### config.mk
export PLATFORM = sky130hd
export DESIGN_NAME = rc5_sched_flat
export DESIGN_NICKNAME = d
export VERILOG_FILES = /design/src/rtl/rc5_pkg.sv /design/src/rtl/rc5_sched_if.sv /design/src/rtl/rc5_s_port_mux.sv /design/src/rtl/rc5_sched.sv /design/src/flat_wrapper.sv
export SDC_FILE = /design/constraint.sdc
export NUM_CORES = 1
export LEC_CHECK = 0
export ABC_AREA = 1
export CAP_MARGIN = 20
export CELL_PAD_IN_SITES_DETAIL_PLACEMENT = 0
export CELL_PAD_IN_SITES_GLOBAL_PLACEMENT = 1
export CORE_MARGIN = 3
export CORE_UTILIZATION = 25
export CTS_BUF_LIST = sky130_fd_sc_hd__clkbuf_2
export DETAILED_ROUTE_END_ITERATION = 6
export PLACE_DENSITY_LB_ADDON = 0.1
export SETUP_SLACK_MARGIN = 0.2
export SLEW_MARGIN = 5
export SYNTH_ARGS = -nofsm -noshare
export SYNTH_HDL_FRONTEND = slang
export SYNTH_HIERARCHICAL = 1
export SYNTH_SLANG_ARGS = --single-unit
export TNS_END_PERCENT = 20
### constraint.sdc
create_clock -name clk -period 4.6 [get_ports clk]
set_input_delay 0.69 -clock clk [delete_from_list [all_inputs] [get_ports clk]]
set_output_delay 0.69 -clock clk [all_outputs]
set_load 0.03 [all_outputs]
### src/rtl/rc5_pkg.sv
// Shared types and constants for the RC5 core: scheduler states, S-port owner codes,
// S-table geometry helpers and the magic constants used by the key expander.
package rc5_pkg;

  localparam logic [31:0] PW = 32'hB7E1_5163;
  localparam logic [31:0] QW = 32'h9E37_79B9;

  typedef enum logic [2:0] {
    StIdle,
    StExpStart,
    StExpWait,
    StReady,
    StCiphStart,
    StCiphWait
  } rc5State_e;

  typedef enum logic [1:0] {
    OwnNone,
    OwnExp,
    OwnCiph
  } sOwner_e;

  function automatic int unsigned tDepth(input int unsigned r);
    return 2 * (r + 1);
  endfunction

  function automatic int unsigned tLength(input int unsigned r);
    return $clog2(2 * (r + 1));
  endfunction

endpackage

### src/rtl/rc5_sched_if.sv
// Host-side handshake and status bundle of the RC5 scheduler.
interface rc5_sched_if #(
  parameter int unsigned CNT_W = 16
);

  logic             iKeyLoad;
  logic             oKeyReady;
  logic             iBlkValid;
  logic             oBlkReady;
  logic             oBusy;
  logic [CNT_W-1:0] oBlkCount;
  logic             oError;

  modport slave (
    input  iKeyLoad,
    input  iBlkValid,
    output oKeyReady,
    output oBlkReady,
    output oBusy,
    output oBlkCount,
    output oError
  );

  modport master (
    output iKeyLoad,
    output iBlkValid,
    input  oKeyReady,
    input  oBlkReady,
    input  oBusy,
    input  oBlkCount,
    input  oError
  );

endinterface

### src/rtl/rc5_s_port_mux.sv
// Combinational S-table port mux: the owner code selects expander, round engine or nobody.
module rc5_s_port_mux
  import rc5_pkg::*;
#(
  parameter int unsigned W  = 32,
  parameter int unsigned AW = 5
) (
  input  sOwner_e         owner,
  input  logic [AW-1:0]   expAddress,
  input  logic            expWe,
  input  logic [W-1:0]    expData,
  input  logic [AW-1:0]   ciphAddress,
  output logic [AW-1:0]   sAddress,
  output logic            sWe,
  output logic [W-1:0]    sData
);

  always_comb begin
    sAddress = '0;
    sWe      = 1'b0;
    sData    = '0;
    case (owner)
      OwnExp: begin
        sAddress = expAddress;
        sWe      = expWe;
        sData    = expData;
      end
      // Round engine only reads S; write path stays quiet.
      OwnCiph: sAddress = ciphAddress;
      default: ;
    endcase
  end

endmodule

### src/rtl/rc5_sched.sv
// RC5 top-level sequencer: key expansion, block admission and S-port arbitration.
// Optional watchdog enabled by defining RC5_SCHED_WATCHDOG_EN.
module rc5_sched
  import rc5_pkg::*;
#(
  parameter int unsigned W       = 32,
  parameter int unsigned R       = 12,
  parameter int unsigned CNT_W   = 16,
  parameter int unsigned TIMEOUT = 1024,
  localparam int unsigned T_LENGTH = tLength(R)
) (
  input  logic                clk,
  input  logic                rst,
  rc5_sched_if.slave          host,
  output logic                oExpStart,
  input  logic                iExpDone,
  output logic                oCipherStart,
  input  logic                iCipherDone,
  input  logic [T_LENGTH-1:0] iExp_address,
  input  logic                iExp_we,
  input  logic [W-1:0]        iExp_data,
  input  logic [T_LENGTH-1:0] iCiph_address,
  output logic [T_LENGTH-1:0] oS_address,
  output logic                oS_we,
  output logic [W-1:0]        oS_data
);

  rc5State_e        stateQ, stateD;
  logic             pendingQ, pendingD;
  logic [CNT_W-1:0] blkCntQ, blkCntD;
  logic             blkReady;
  sOwner_e          owner;

  assign blkReady = (stateQ == StReady) && !host.iKeyLoad && !pendingQ;

`ifdef RC5_SCHED_WATCHDOG_EN
  localparam int unsigned WD_W = $clog2(TIMEOUT + 1);
  logic [WD_W-1:0] wdQ, wdD;
  logic            errQ, errD;
`endif

  always_comb begin
    stateD   = stateQ;
    pendingD = pendingQ;
    blkCntD  = blkCntQ;
    unique case (stateQ)
      StIdle:      if (host.iKeyLoad) stateD = StExpStart;
      StExpStart:  stateD = StExpWait;
      StExpWait:   if (iExpDone) stateD = StReady;
      StReady: begin
        if (host.iKeyLoad) begin
          stateD = StExpStart;
        end else if (host.iBlkValid && blkReady) begin
          stateD = StCiphStart;
        end
      end
      StCiphStart: begin
        if (host.iKeyLoad) pendingD = 1'b1;
        stateD = StCiphWait;
      end
      StCiphWait: begin
        if (host.iKeyLoad) pendingD = 1'b1;
        if (iCipherDone) begin
          blkCntD = blkCntQ + CNT_W'(1);
          // A load arriving with done must not be lost: READY would never see it.
          if (pendingQ || host.iKeyLoad) begin
            stateD   = StExpStart;
            pendingD = 1'b0;
          end else begin
            stateD = StReady;
          end
        end
      end
      default: stateD = StIdle;
    endcase

`ifdef RC5_SCHED_WATCHDOG_EN
    errD = errQ;
    wdD  = '0;
    if (host.iKeyLoad) errD = 1'b0;
    if ((stateD == stateQ) && ((stateQ == StExpWait) || (stateQ == StCiphWait))) begin
      if (wdQ == WD_W'(TIMEOUT - 1)) begin
        stateD   = StIdle;
        pendingD = 1'b0;
        errD     = 1'b1;
      end else begin
        wdD = wdQ + WD_W'(1);
      end
    end
`endif
  end

  always_ff @(posedge clk or negedge rst) begin
    if (!rst) begin
      stateQ   <= StIdle;
      pendingQ <= 1'b0;
      blkCntQ  <= '0;
    end else begin
      stateQ   <= stateD;
      pendingQ <= pendingD;
      blkCntQ  <= blkCntD;
    end
  end

`ifdef RC5_SCHED_WATCHDOG_EN
  always_ff @(posedge clk or negedge rst) begin
    if (!rst) begin
      wdQ  <= '0;
      errQ <= 1'b0;
    end else begin
      wdQ  <= wdD;
      errQ <= errD;
    end
  end
  assign host.oError = errQ;
`else
  assign host.oError = 1'b0;
`endif

  always_comb begin
    owner = OwnNone;
    unique case (stateQ)
      StExpStart, StExpWait:   owner = OwnExp;
      StCiphStart, StCiphWait: owner = OwnCiph;
      default:                 owner = OwnNone;
    endcase
  end

  assign oExpStart      = (stateQ == StExpStart);
  assign oCipherStart   = (stateQ == StCiphStart);
  // Key stays valid while a block runs on it.
  assign host.oKeyReady = (stateQ == StReady) || (stateQ == StCiphStart) ||
                          (stateQ == StCiphWait);
  assign host.oBlkReady = blkReady;
  assign host.oBusy     = (stateQ != StIdle) && (stateQ != StReady);
  assign host.oBlkCount = blkCntQ;

  rc5_s_port_mux #(
    .W  (W),
    .AW (T_LENGTH)
  ) u_s_port_mux (
    .owner       (owner),
    .expAddress  (iExp_address),
    .expWe       (iExp_we),
    .expData     (iExp_data),
    .ciphAddress (iCiph_address),
    .sAddress    (oS_address),
    .sWe         (oS_we),
    .sData       (oS_data)
  );

endmodule

### src/flat_wrapper.sv
// flat-port wrapper written by rule: the top's interface ports become plain ports
module rc5_sched_flat import rc5_pkg::*;
#(
  parameter int unsigned W       = 32,
  parameter int unsigned R       = 12,
  parameter int unsigned CNT_W   = 16,
  parameter int unsigned TIMEOUT = 1024,
  localparam int unsigned T_LENGTH = tLength(R)
)
  (clk, rst, oExpStart, iExpDone, oCipherStart, iCipherDone, iExp_address, iExp_we, iExp_data, iCiph_address, oS_address, oS_we, oS_data, host_iKeyLoad, host_iBlkValid, host_oKeyReady, host_oBlkReady, host_oBusy, host_oBlkCount, host_oError);
  rc5_sched_if #(.CNT_W(CNT_W)) host_i ();
  input  logic clk;
  input  logic rst;
  output logic oExpStart;
  input  logic iExpDone;
  output logic oCipherStart;
  input  logic iCipherDone;
  input  logic [T_LENGTH-1:0] iExp_address;
  input  logic iExp_we;
  input  logic [W-1:0] iExp_data;
  input  logic [T_LENGTH-1:0] iCiph_address;
  output logic [T_LENGTH-1:0] oS_address;
  output logic oS_we;
  output logic [W-1:0] oS_data;
  input wire logic [$bits(host_i.iKeyLoad)-1:0] host_iKeyLoad;
  input wire logic [$bits(host_i.iBlkValid)-1:0] host_iBlkValid;
  output wire logic [$bits(host_i.oKeyReady)-1:0] host_oKeyReady;
  output wire logic [$bits(host_i.oBlkReady)-1:0] host_oBlkReady;
  output wire logic [$bits(host_i.oBusy)-1:0] host_oBusy;
  output wire logic [$bits(host_i.oBlkCount)-1:0] host_oBlkCount;
  output wire logic [$bits(host_i.oError)-1:0] host_oError;
  assign host_i.iKeyLoad = host_iKeyLoad;
  assign host_i.iBlkValid = host_iBlkValid;
  assign host_oKeyReady = host_i.oKeyReady;
  assign host_oBlkReady = host_i.oBlkReady;
  assign host_oBusy = host_i.oBusy;
  assign host_oBlkCount = host_i.oBlkCount;
  assign host_oError = host_i.oError;
  rc5_sched #(.W(W), .R(R), .CNT_W(CNT_W), .TIMEOUT(TIMEOUT)) u_core (.clk(clk), .rst(rst), .host(host_i), .oExpStart(oExpStart), .iExpDone(iExpDone), .oCipherStart(oCipherStart), .iCipherDone(iCipherDone), .iExp_address(iExp_address), .iExp_we(iExp_we), .iExp_data(iExp_data), .iCiph_address(iCiph_address), .oS_address(oS_address), .oS_we(oS_we), .oS_data(oS_data));
endmodule
**After elaboration in Yosys (flattened, before gate mapping)**

Cells that the tools add are included.
Widths: inputs -> output; s select.

- $add $sub $neg: 1
- Equality and inequality tests: 12
- Mux-type cells: 15
- Reductions and logical operators: 16

Operators with widths:

| cell | number |
|---|---|
| $mux 32 | 1 |
| $pmux 3 s6 | 1 |
| $add 16x1->16 const B | 1 |
| $mux 3 | 5 |
| $pmux 5 s2 | 1 |
| $eq 3x2->1 const B | 2 |
| $eq 3x3->1 const B | 2 |
| $ne 2x2->1 const B | 3 |
| $logic_and 1x1->1 | 4 |
| $mux 1 | 4 |
| $pmux 2 s2 | 1 |
| $reduce_and 4->1 | 1 |
| $reduce_or 2->1 | 2 |
| $eq 3x1->1 const B | 1 |
| $logic_not 3->1 | 1 |
| $logic_or 1x1->1 | 3 |
| $ne 3x2->1 const B | 1 |
| $ne 3x3->1 const B | 1 |
| $reduce_bool 3->1 | 1 |
| $eq 2x1->1 const B | 1 |
| $eq 2x2->1 const B | 1 |
| $logic_not 1->1 | 2 |
| $mux 2 | 1 |
| $pmux 1 s2 | 1 |
| other kinds (2) | 2 |

- Logic and storage cells: 47
- Bits in registers: 20
- Input port bits: 49
- Output and inout bits: 60

**Longest topological paths before layout**

Gate-level depths: netlist of run 1.

- Depth after elaboration: 7
- Gate-level depth with buffers: 9
- Gate-level depth less buffers: 8

**By module**

The synthesis of run 1 kept the hierarchy.

Modules (own cells, without submodules):

| module | times used | area an instance (µm²) | seq. area each (µm²) | cells an instance |
|---|---|---|---|---|
| rc5_sched | 1 | 1233.7 | 500.5 | 171 |
| rc5_s_port_mux | 1 | 377.9 | 0.0 | 89 |

**Worst setup path after synthesis of run 1**

Ideal clock, no wire load.

- Path type: register to output
- Start point: register u_core.stateQ[1]
- End point: output oS_address[0]
- Path buffers: 0
- Setup slack: 2.294 ns
- Arrival time: 1.616 ns
- Data required time: 3.910 ns
- Stages on the path, launching flop included: 7
- Cells stage by stage: dfrtp_1 -> inv_1 -> nand3_1 -> nand2_1 -> inv_1 -> ha_1 -> a21oi_1

- Longest elaborated chain between the ends: 5
- Elaborated cells on any way between the ends: 10
- Classes of those cells: 6 x eq/ne; 2 x mux; 2 x reduce/logical

Ends and longest elaborated chain:

| element | RTL line | RTL |
|---|---|---|
| start: declaration | rc5_sched.sv:28 | `rc5State_e stateQ, stateD;` |
| start signal: assignment | rc5_sched.sv:95 | `stateQ <= StIdle;` |
| start signal: assignment | rc5_sched.sv:99 | `stateQ <= stateD;` |
| $eq 3x3->1, or another cell as far along | rc5_sched.sv:122 | `unique case (stateQ)` |
| $reduce_or 2->1 | rc5_sched.sv:122 |  |
| $pmux 2 s2 * | rc5_sched.sv:122 |  |
| via u_core.owner[0] | rc5_sched.sv:32 | `sOwner_e owner;` |
| $eq 2x2->1 or $eq 2x1->1 (tied branches) | rc5_s_port_mux.sv:22 | `case (owner)` |
| $pmux 5 s2 * | rc5_s_port_mux.sv:22 |  |
| end: declaration | flat_wrapper.sv:22 | `output logic [T_LENGTH-1:0] oS_address;` |

The timed path passes the listed nets; every way through them passes the cells marked *.

**Final worst setup path of run 1**

- Start point: register u_core.stateQ[1]
- End point: output oS_address[2]

Same word-level chain as after synthesis.

==> results_dict.tcl, run 1 <==
set metrics [dict create \
    clock_latency_ns 0.33 \
    synth_area_leader_cell "dfrtp_1" \
    rsz0062_at_grt "false" \
    avgSynthCellArea_um2 6.20 \
    drc_errors 0 \
    grt_overflow 0 \
    hold_viol_final 0 \
    path_class "flip-flop to output port" \
    synth.distinct_cells 28 \
    rows 28 \
    worstSetupEndpointType "output port" \
    slowest_delay_ns 0.68 \
    die_h_um 86.3 \
    ys.flop_type "dfrtp_1" \
    async_flop_share 1.00 \
    clkTransAtPathRegs_ns 0.23 \
    yosysWarningCount 6 \
    postCtsSetupBuffers 0 \
    clk_path_buf_depth 2 \
    diodes 0 \
    synth.area.top_cells "dfrtp_1 31%, nand2_1 23%, inv_1 14%" \
    path_buf_inv 3 \
    crit_cells 8 \
    cts-htree-levels 1 \
    cts_hold_buffers 0 \
    timing.final.ws_setup_ns 0.904 \
    relSlewSlack 0.584 \
    synthCells 260 \
    slowest_stage "clkdlybuf4s50_1" \
    syn_area_um2 1610 \
    synth_seq_cells 20 \
    grt_use_total 0.139 \
    routed_wirelength_mm 5.34 \
    cap_violations 0 \
    start_util 0.264 \
    cp_max_fo 20 \
    required_ns 3.91 \
    via_per_inst 4.24 \
    cpLargestDelayFamily "buffers and inverters" \
    synth_top_cell_area_share 0.311 \
    seq_area_frac_synth 0.311 \
    final.setup_skew_ns 0.0230 \
    p_leak_nw 1.42 \
    hold-path-cell-count 1 \
    ir_drop_v 0.000319 \
    layout.nets 420 \
    wire_per_inst_um 12.1 \
    rr_worst_depth 6 \
    pre_cts_ws_ns 1.26 \
    cp.arrival_ns 3.01 \
    drt_pre_antenna_iters 5 \
    power.density_nw_per_um2 648 \
    grt_pass1_vias 1759 \
    drtAntennaViolNets 0 \
    num_vias 1874 \
    syn2layout_area_growth_pct 73.1 \
    tightest_slew_ns 0.624 \
    fillerInstances 630 \
    setup_violations 0 \
    grt_start_max_net_pins 21 \
    slew_violations 0 \
    post-route-period-util 0.804 \
    core_um2 6100 \
    port_buffers 107 \
    die_w_um 86.3 \
    synth_edf_count 0 \
    crit_top_cell "nand2_1" \
    start_kind "flip-flop" \
    hpwl_mm 4.39 \
    tns_ns 0 \
    cts_tree "built" \
    gp_routability_congestion 0.751 \
    grt_pass1_wl_mm 8.49 \
    antenna_found_initial 0 \
    synth_fp_nets 312 \
    max_freq_mhz 271 \
    period_minus_slack_ns 3.70 \
    drt_iter0_markers 61 \
    clock_sinks 20 \
    cts_root_buf "clkbuf_2" \
    hp-class "flip-flop to flip-flop" \
    run_status "completed" \
    die_area_um2 7450 \
    cts_buffers 3 \
    ios 109 \
    cts_resized 0 \
    path_cells "inv_1 > nand3_1 > nand2_1 > ha_1 > buf_4 > nand2_1 > a21oi_1 > clkdlybuf4s50_1" \
    drive_above_1_share 0.0463 \
]
-- sequential cells by signal, summed over array words and instances (netlist names) --
register               cells
u_core/host.oBlkCount     16
u_core/pendingQ            1
u_core/stateQ              3
-- area by class of cell --
cell class / count / area, um^2 / share of cell area
inverters: 60 / 225 / 0.0807
clock inverters: 1 / 30.0 / 0.0108
clock buffers: 3 / 15.0 / 0.00538
flip-flops and latches: 20 / 500 / 0.179
repair buffers: 109 / 1090 / 0.392
multi-input cells: 174 / 832 / 0.298
well taps: 75 / 93.8 / 0.0336
-- through the flow --
stage | instances | util | hold slack [ns] | instance area, um^2 | total power (W)
after global routing | 442 | 0.458 | 0.565 | 2790 | 0.00196
after global placement | 437 | 0.448 | 0.514 | 2730 | 0.00169
final | 442 | 0.458 | 0.547 | 2790 | 0.00181
after floorplan | 260 | - | 0.394 | 1610 | 0.00116
after detailed placement | 437 | 0.448 | 0.518 | 2730 | 0.00169
after CTS | 441 | 0.455 | 0.548 | 2780 | 0.00183
-- routing by layer --
metal | part of all wire | track usage | vias up
met5 | 0 | 0 | -
met4 | 0 | 0.0127 | 0
met3 | 0.078 | 0.0285 | 0
met2 | 0.48 | 0.249 | 77
met1 | 0.44 | 0.180 | 821
li1 | - | - | 976
-- synth_stat cells, types with 2 or more instances --
library cell  count
xor2_1            3
nor2_1           20
nand2_2           3
nand4_1           4
a21oi_1           7
ha_1              3
o21ai_0           7
buf_4             2
dfrtp_1          20
inv_1            59
nor3_1            3
nor2_4            2
nand3_1           8
buf_6             3
xnor2_1           4
nand2_1         100
-- layout by cell type (no fill, tap or decap), types with 2 or more instances in the layout --
master	n
a21oi_1	7
clkbuf_2	3
clkdlybuf4s50_1	107
dfrtp_1	20
ha_1	3
inv_1	59
nand2_1	100
nand2_2	3
nand3_1	8
nand4_1	4
nor2_1	20
nor2_4	2
nor3_1	3
o21ai_0	7
xnor2_1	4
xor2_1	3
-- worst reg2reg max path: cells and delay by family (launching register included) --
| kind | cells | cell delay [ns] |
|---|---|---|
| AND/OR/NAND/NOR | 4 | 0.87 |
| flip-flops | 1 | 0.47 |
| AO/OA/AOI/OAI | 1 | 0.17 |
| buffers and inverters | 1 | 0.16 |
-- report_power, final --
| group | total (W) | switching, W | internal (W) |
|---|---|---|---|
| combinational | 0.00141 | 0.000862 | 0.000546 |
| sequential | 0.000265 | 0.0000502 | 0.000215 |
| clock | 0.000134 | 0.0000590 | 0.0000750 |
-- final timing paths --
check / endpoint / slack, ns / from
worst max-delay path: oS_address[2] / 0.90 / u_core/stateQ[1]
worst min-delay path: u_core/host.oBlkCount[6] / 0.55 / u_core/host.oBlkCount[6]
worst max register to register: u_core/host.oBlkCount[11] / 2.85 / u_core/stateQ[1]
worst min register to register: u_core/host.oBlkCount[6] / 0.55 / u_core/host.oBlkCount[6]
max in group asynchronous: u_core/host.oBlkCount[14] / 3.49 / rst
min in group asynchronous: u_core/host.oBlkCount[9] / 0.64 / rst
-- logic make-up after synthesis --
kind of cell             Yosys count  share of synthesized area
flip-flops                        20                      0.311
XOR/XNOR                           8                     0.0481
adder cells (fa/ha/maj)            3                     0.0233
buffers and inverters             66                      0.173
AO/OA/AOI/OAI                     17                     0.0559
other                              1                    0.00233
AND/OR/NAND/NOR                  145                      0.387
No activity file was read; power rests on OpenSTA's default activity.
==> run 2, diff against run 1 <==
- CORE_UTILIZATION: 25 -> 23
- clock period: 4.6 -> 3.8 ns (I/O delays scaled with it)
==> results_dict.tcl, run 2 (synthesis gave the netlist of run 1 again) <==
set metrics [dict create \
    run_status "completed" \
    fillerInstances 680 \
    grt_pass1_wl_mm 9.10 \
    num_vias 1833 \
    cts_hold_buffers 0 \
    ir_drop_v 0.000307 \
    period_minus_slack_ns 3.20 \
    gp_routability_congestion 0.741 \
    p_leak_nw 1.40 \
    antenna_found_initial 0 \
    core_um2 6570 \
    clock_sinks 20 \
    cts_resized 0 \
    final_common_cell "clkdlybuf4s50_1" \
    slew_violations 0 \
    relSlewSlack 0.368 \
    syn2layout_area_growth_pct 71.7 \
    largest_reg_flops 16 \
    tns_ns 0 \
    clock_latency_ns 0.32 \
    die_w_um 89.7 \
    hp-class "flip-flop to flip-flop" \
    wire_per_inst_um 11.9 \
    grt_overflow 0 \
    dpl.cell_count 455 \
    hold_viol_final 0 \
    power.density_nw_per_um2 764 \
    via_per_inst 4.00 \
    cp_max_fo 38 \
    final.setup_skew_ns 0.00545 \
    grt_start_max_net_pins 39 \
    rsz0062_at_grt "false" \
    port_buffers 107 \
    cts-htree-levels 1 \
    start_kind "flip-flop" \
    ios 109 \
    tightest_slew_ns 0.945 \
    cap_violations 0 \
    diodes 0 \
    clkTransAtPathRegs_ns 0.19 \
    cts_root_buf "clkbuf_2" \
    drive_above_1_share 0.0411 \
    grt_pass1_vias 1722 \
    rows 29 \
    routed_wirelength_mm 5.46 \
    max_freq_mhz 312 \
    cts_buffers 3 \
    cp.arrival_ns 2.63 \
    layout.nets 419 \
    drtAntennaViolNets 0 \
    postCtsSetupBuffers 0 \
    layout_common_cells "107 x clkdlybuf4s50_1, 100 x nand2_1, 59 x inv_1" \
    worstSetupEndpointType "output port" \
    fin_cells 458 \
    cts_tree "built" \
    required_ns 3.23 \
    die_h_um 89.7 \
    setup_violations 0 \
    die_area_um2 8050 \
    post-route-period-util 0.843 \
    clk_path_buf_depth 2 \
    grt_use_total 0.137 \
    path_class "flip-flop to output port" \
    drc_errors 0 \
    drt_pre_antenna_iters 4 \
    drt_iter0_markers 59 \
    start_util 0.245 \
    hpwl_mm 4.46 \
]
run 2: per-layer routing:
metal	share of wire	track usage	up-vias	wire length, um
li1	-	-	972	-
met3	0.078	0.0392	4	427
met1	0.44	0.177	785	2420
met2	0.47	0.232	72	2560
met4	0.010	0.0179	0	56
met5	0	0	-	0
run 2: path summary, 6_finish.rpt:
check	startpoint	slack, ns	endpoint	cells after the start
worst max-delay path	u_core/stateQ[1]	0.60	oS_address[4]	8
worst min-delay path	u_core/host.oBlkCount[7]	0.53	u_core/host.oBlkCount[7]	1
worst max register to register	u_core/stateQ[1]	2.10	u_core/host.oBlkCount[9]	6
worst min register to register	u_core/host.oBlkCount[7]	0.53	u_core/host.oBlkCount[7]	1
max in group asynchronous	rst	2.49	u_core/host.oBlkCount[8]	1
min in group asynchronous	rst	0.74	u_core/host.oBlkCount[9]	1
run 2: stage by stage:
step           hold slack (ns)  instance area [um^2]  setup WS (ns)  power [W]  utilization
2_1_floorplan            0.274                  1610           1.61    0.00140            -
3_3_place_gp             0.511                  2750           1.04    0.00206        0.419
3_5_place_dp             0.512                  2750          0.983    0.00205        0.419
4_1_cts                  0.539                  2770          0.573    0.00215        0.421
5_1_grt                  0.557                  2770          0.354    0.00228        0.421
6_report                 0.532                  2770          0.596    0.00211        0.421
run 2: cell type report:
| class | count | area, um^2 | area share |
|---|---|---|---|
| timing repair buffer | 108 | 1080 | 0.390 |
| multi-input combinational | 174 | 832 | 0.301 |
| sequential | 20 | 500 | 0.181 |
| inverter | 60 | 225 | 0.0814 |
| tap | 93 | 116 | 0.0420 |
| clock buffer | 3 | 15.0 | 0.00542 |
run 2: critical path: stages (launching register included):
cell             delay (ns)
dfrtp_1                0.47
inv_1                  0.16
nand3_1                0.14
nand2_1                0.12
ha_1                   0.15
buf_4                  0.33
nand2_1                0.08
a21oi_1                0.16
clkdlybuf4s50_1        0.69
run 2: report_power, final:
group	switching [W]	total, W	internal (W)
Clock	0.0000677	0.0000893	0.0000215
Sequential	0.0000579	0.000318	0.000260
Combinational	0.00106	0.00171	0.000652
Total	0.00118	0.00211	0.000933
==> run 3, diff against run 2 <==
- clock period: 3.8 -> 3 ns (I/O delays scaled with it)
==> results_dict.tcl, run 3 (synthesis gave the netlist of run 1 again) <==
set metrics [dict create \
    run_status "completed" \
    cp_max_fo 38 \
    cts_buffers 3 \
    start_util 0.245 \
    dpl.cell_count 457 \
    path_buf_inv 4 \
    pwr-share-seq 0.153 \
    hold_viol_final 0 \
    die_w_um 89.7 \
    grt_start_max_net_pins 39 \
    grt_use_total 0.138 \
    wire_per_inst_um 12.1 \
    postCtsSetupBuffers 0 \
    antenna_found_initial 0 \
    pwr-share-comb 0.801 \
    slowest_delay_ns 0.48 \
    p_leak_nw 1.70 \
    tns_ns 0 \
    largest_reg_flops 16 \
    die_area_um2 8050 \
    cp.arrival_ns 2.13 \
    clkTransAtPathRegs_ns 0.22 \
    clock_sinks 20 \
    cpLargestDelayFamily "buffers and inverters" \
    final.setup_skew_ns 0.00613 \
    hp-class "input port to async pin" \
    via_per_inst 4.04 \
    rsz0062_at_grt "false" \
    drc_errors 0 \
    path_cells "inv_1 > nand3_1 > nand2_1 > ha_1 > buf_12 > nand2_1 > inv_1 > dlygate4sd2_1" \
    cts_root_buf "clkbuf_2" \
    clk_path_buf_depth 2 \
    cts_tree "built" \
    layout.nets 421 \
    diodes 0 \
    design_area_um2 2790 \
    max_freq_mhz 388 \
    grt_overflow 0 \
    drt_pre_antenna_iters 4 \
    start_kind "flip-flop" \
    period_minus_slack_ns 2.58 \
    num_vias 1864 \
    final_common_cell "nand2_1" \
    syn2layout_area_growth_pct 73.3 \
    grt_pass1_vias 1688 \
    rows 29 \
    cap_violations 0 \
    post-route-period-util 0.859 \
    layout_common_cells "100 x nand2_1, 69 x clkdlybuf4s50_1, 59 x inv_1" \
    power.density_nw_per_um2 945 \
    drtAntennaViolNets 0 \
    slowest_stage "dfrtp_1" \
    ios 109 \
    dpl-instance-area_um2 2740 \
    hpwl_mm 4.62 \
    required_ns 2.55 \
    clock_latency_ns 0.33 \
    fillerInstances 720 \
    grt_pass1_wl_mm 9.25 \
    ir_drop_v 0.000493 \
    cts-htree-levels 1 \
    slew_violations 0 \
    worstSetupEndpointType "output port" \
    clkPwrFrac 0.047 \
    setup_violations 0 \
    drive_above_1_share 0.0951 \
    switching_share 0.569 \
    port_buffers 107 \
    p_switching_w 0.00150 \
    core_um2 6570 \
    routed_wirelength_mm 5.59 \
    die_h_um 89.7 \
    path_class "flip-flop to output port" \
    gp_routability_congestion 0.759 \
    fin_cells 461 \
    drt_iter0_markers 32 \
    intPower_w 0.00114 \
]
run 3: changes by cell type in the layout (fill, tap and decap cells not counted):
cell	change
dlymetal6s2s_1	+17
clkdlybuf4s15_1	+2
buf_12	+1
clkbuf_2	+1
buf_4	+18
dlygate4sd2_1	+1
clkinv_1	+1
clkdlybuf4s50_1	-38
run 3: final cells by class:
type	instances	area, um^2	area share
clock buffer	3	15.0	0.00538
clock inverter	1	3.75	0.00134
inverter	60	225	0.0806
multi-input combinational	174	832	0.298
sequential	20	500	0.179
tap	93	116	0.0417
timing repair buffer	110	1100	0.394
run 3: repair_timing:
action                                 CTS  global route
setup endpoints to repair               21            20
gates resized for setup                  4            21
endpoints found under the hold margin    0             0
hold buffers                             0             0
run 3: worst paths after layout:
path,start,cells past startpoint,slack (ns),to
worst max-delay path,u_core/stateQ[1],8,0.42,oS_data[25]
worst min-delay path,rst,2,0.42,u_core/host.oBlkCount[9]
worst max register to register,u_core/host.oBlkCount[0],7,1.40,u_core/host.oBlkCount[6]
worst min register to register,u_core/host.oBlkCount[7],1,0.53,u_core/host.oBlkCount[7]
max in group asynchronous,rst,2,2.37,u_core/host.oBlkCount[15]
min in group clk,u_core/host.oBlkCount[7],1,0.53,u_core/host.oBlkCount[7]
run 3: metal layers:
metal / share of wire / global-route usage
met1: 0.45 / 0.176
met2: 0.47 / 0.234
met3: 0.068 / 0.0417
met4: 0.0095 / 0.0179
met5: 0 / 0
run 3: power by group through the flow:
stage	clock, W	sequential, W	combinational, W
2_1_floorplan	0	0.000461	0.00131
3_3_place_gp	0	0.000410	0.00218
3_5_place_dp	0	0.000410	0.00218
4_1_cts	0.000130	0.000405	0.00216
5_1_grt	0.000140	0.000416	0.00229
6_report	0.000123	0.000403	0.00211
run 3: metrics by stage:
step	power, W	hold WS [ns]	util	worst slack [ns]
after floorplan	0.00177	0.154	-	0.934
after global placement	0.00259	0.511	0.417	0.560
after detailed placement	0.00259	0.513	0.417	0.518
after CTS	0.00270	0.410	0.419	0.103
after global routing	0.00285	0.425	0.425	0.212
final	0.00264	0.417	0.425	0.422
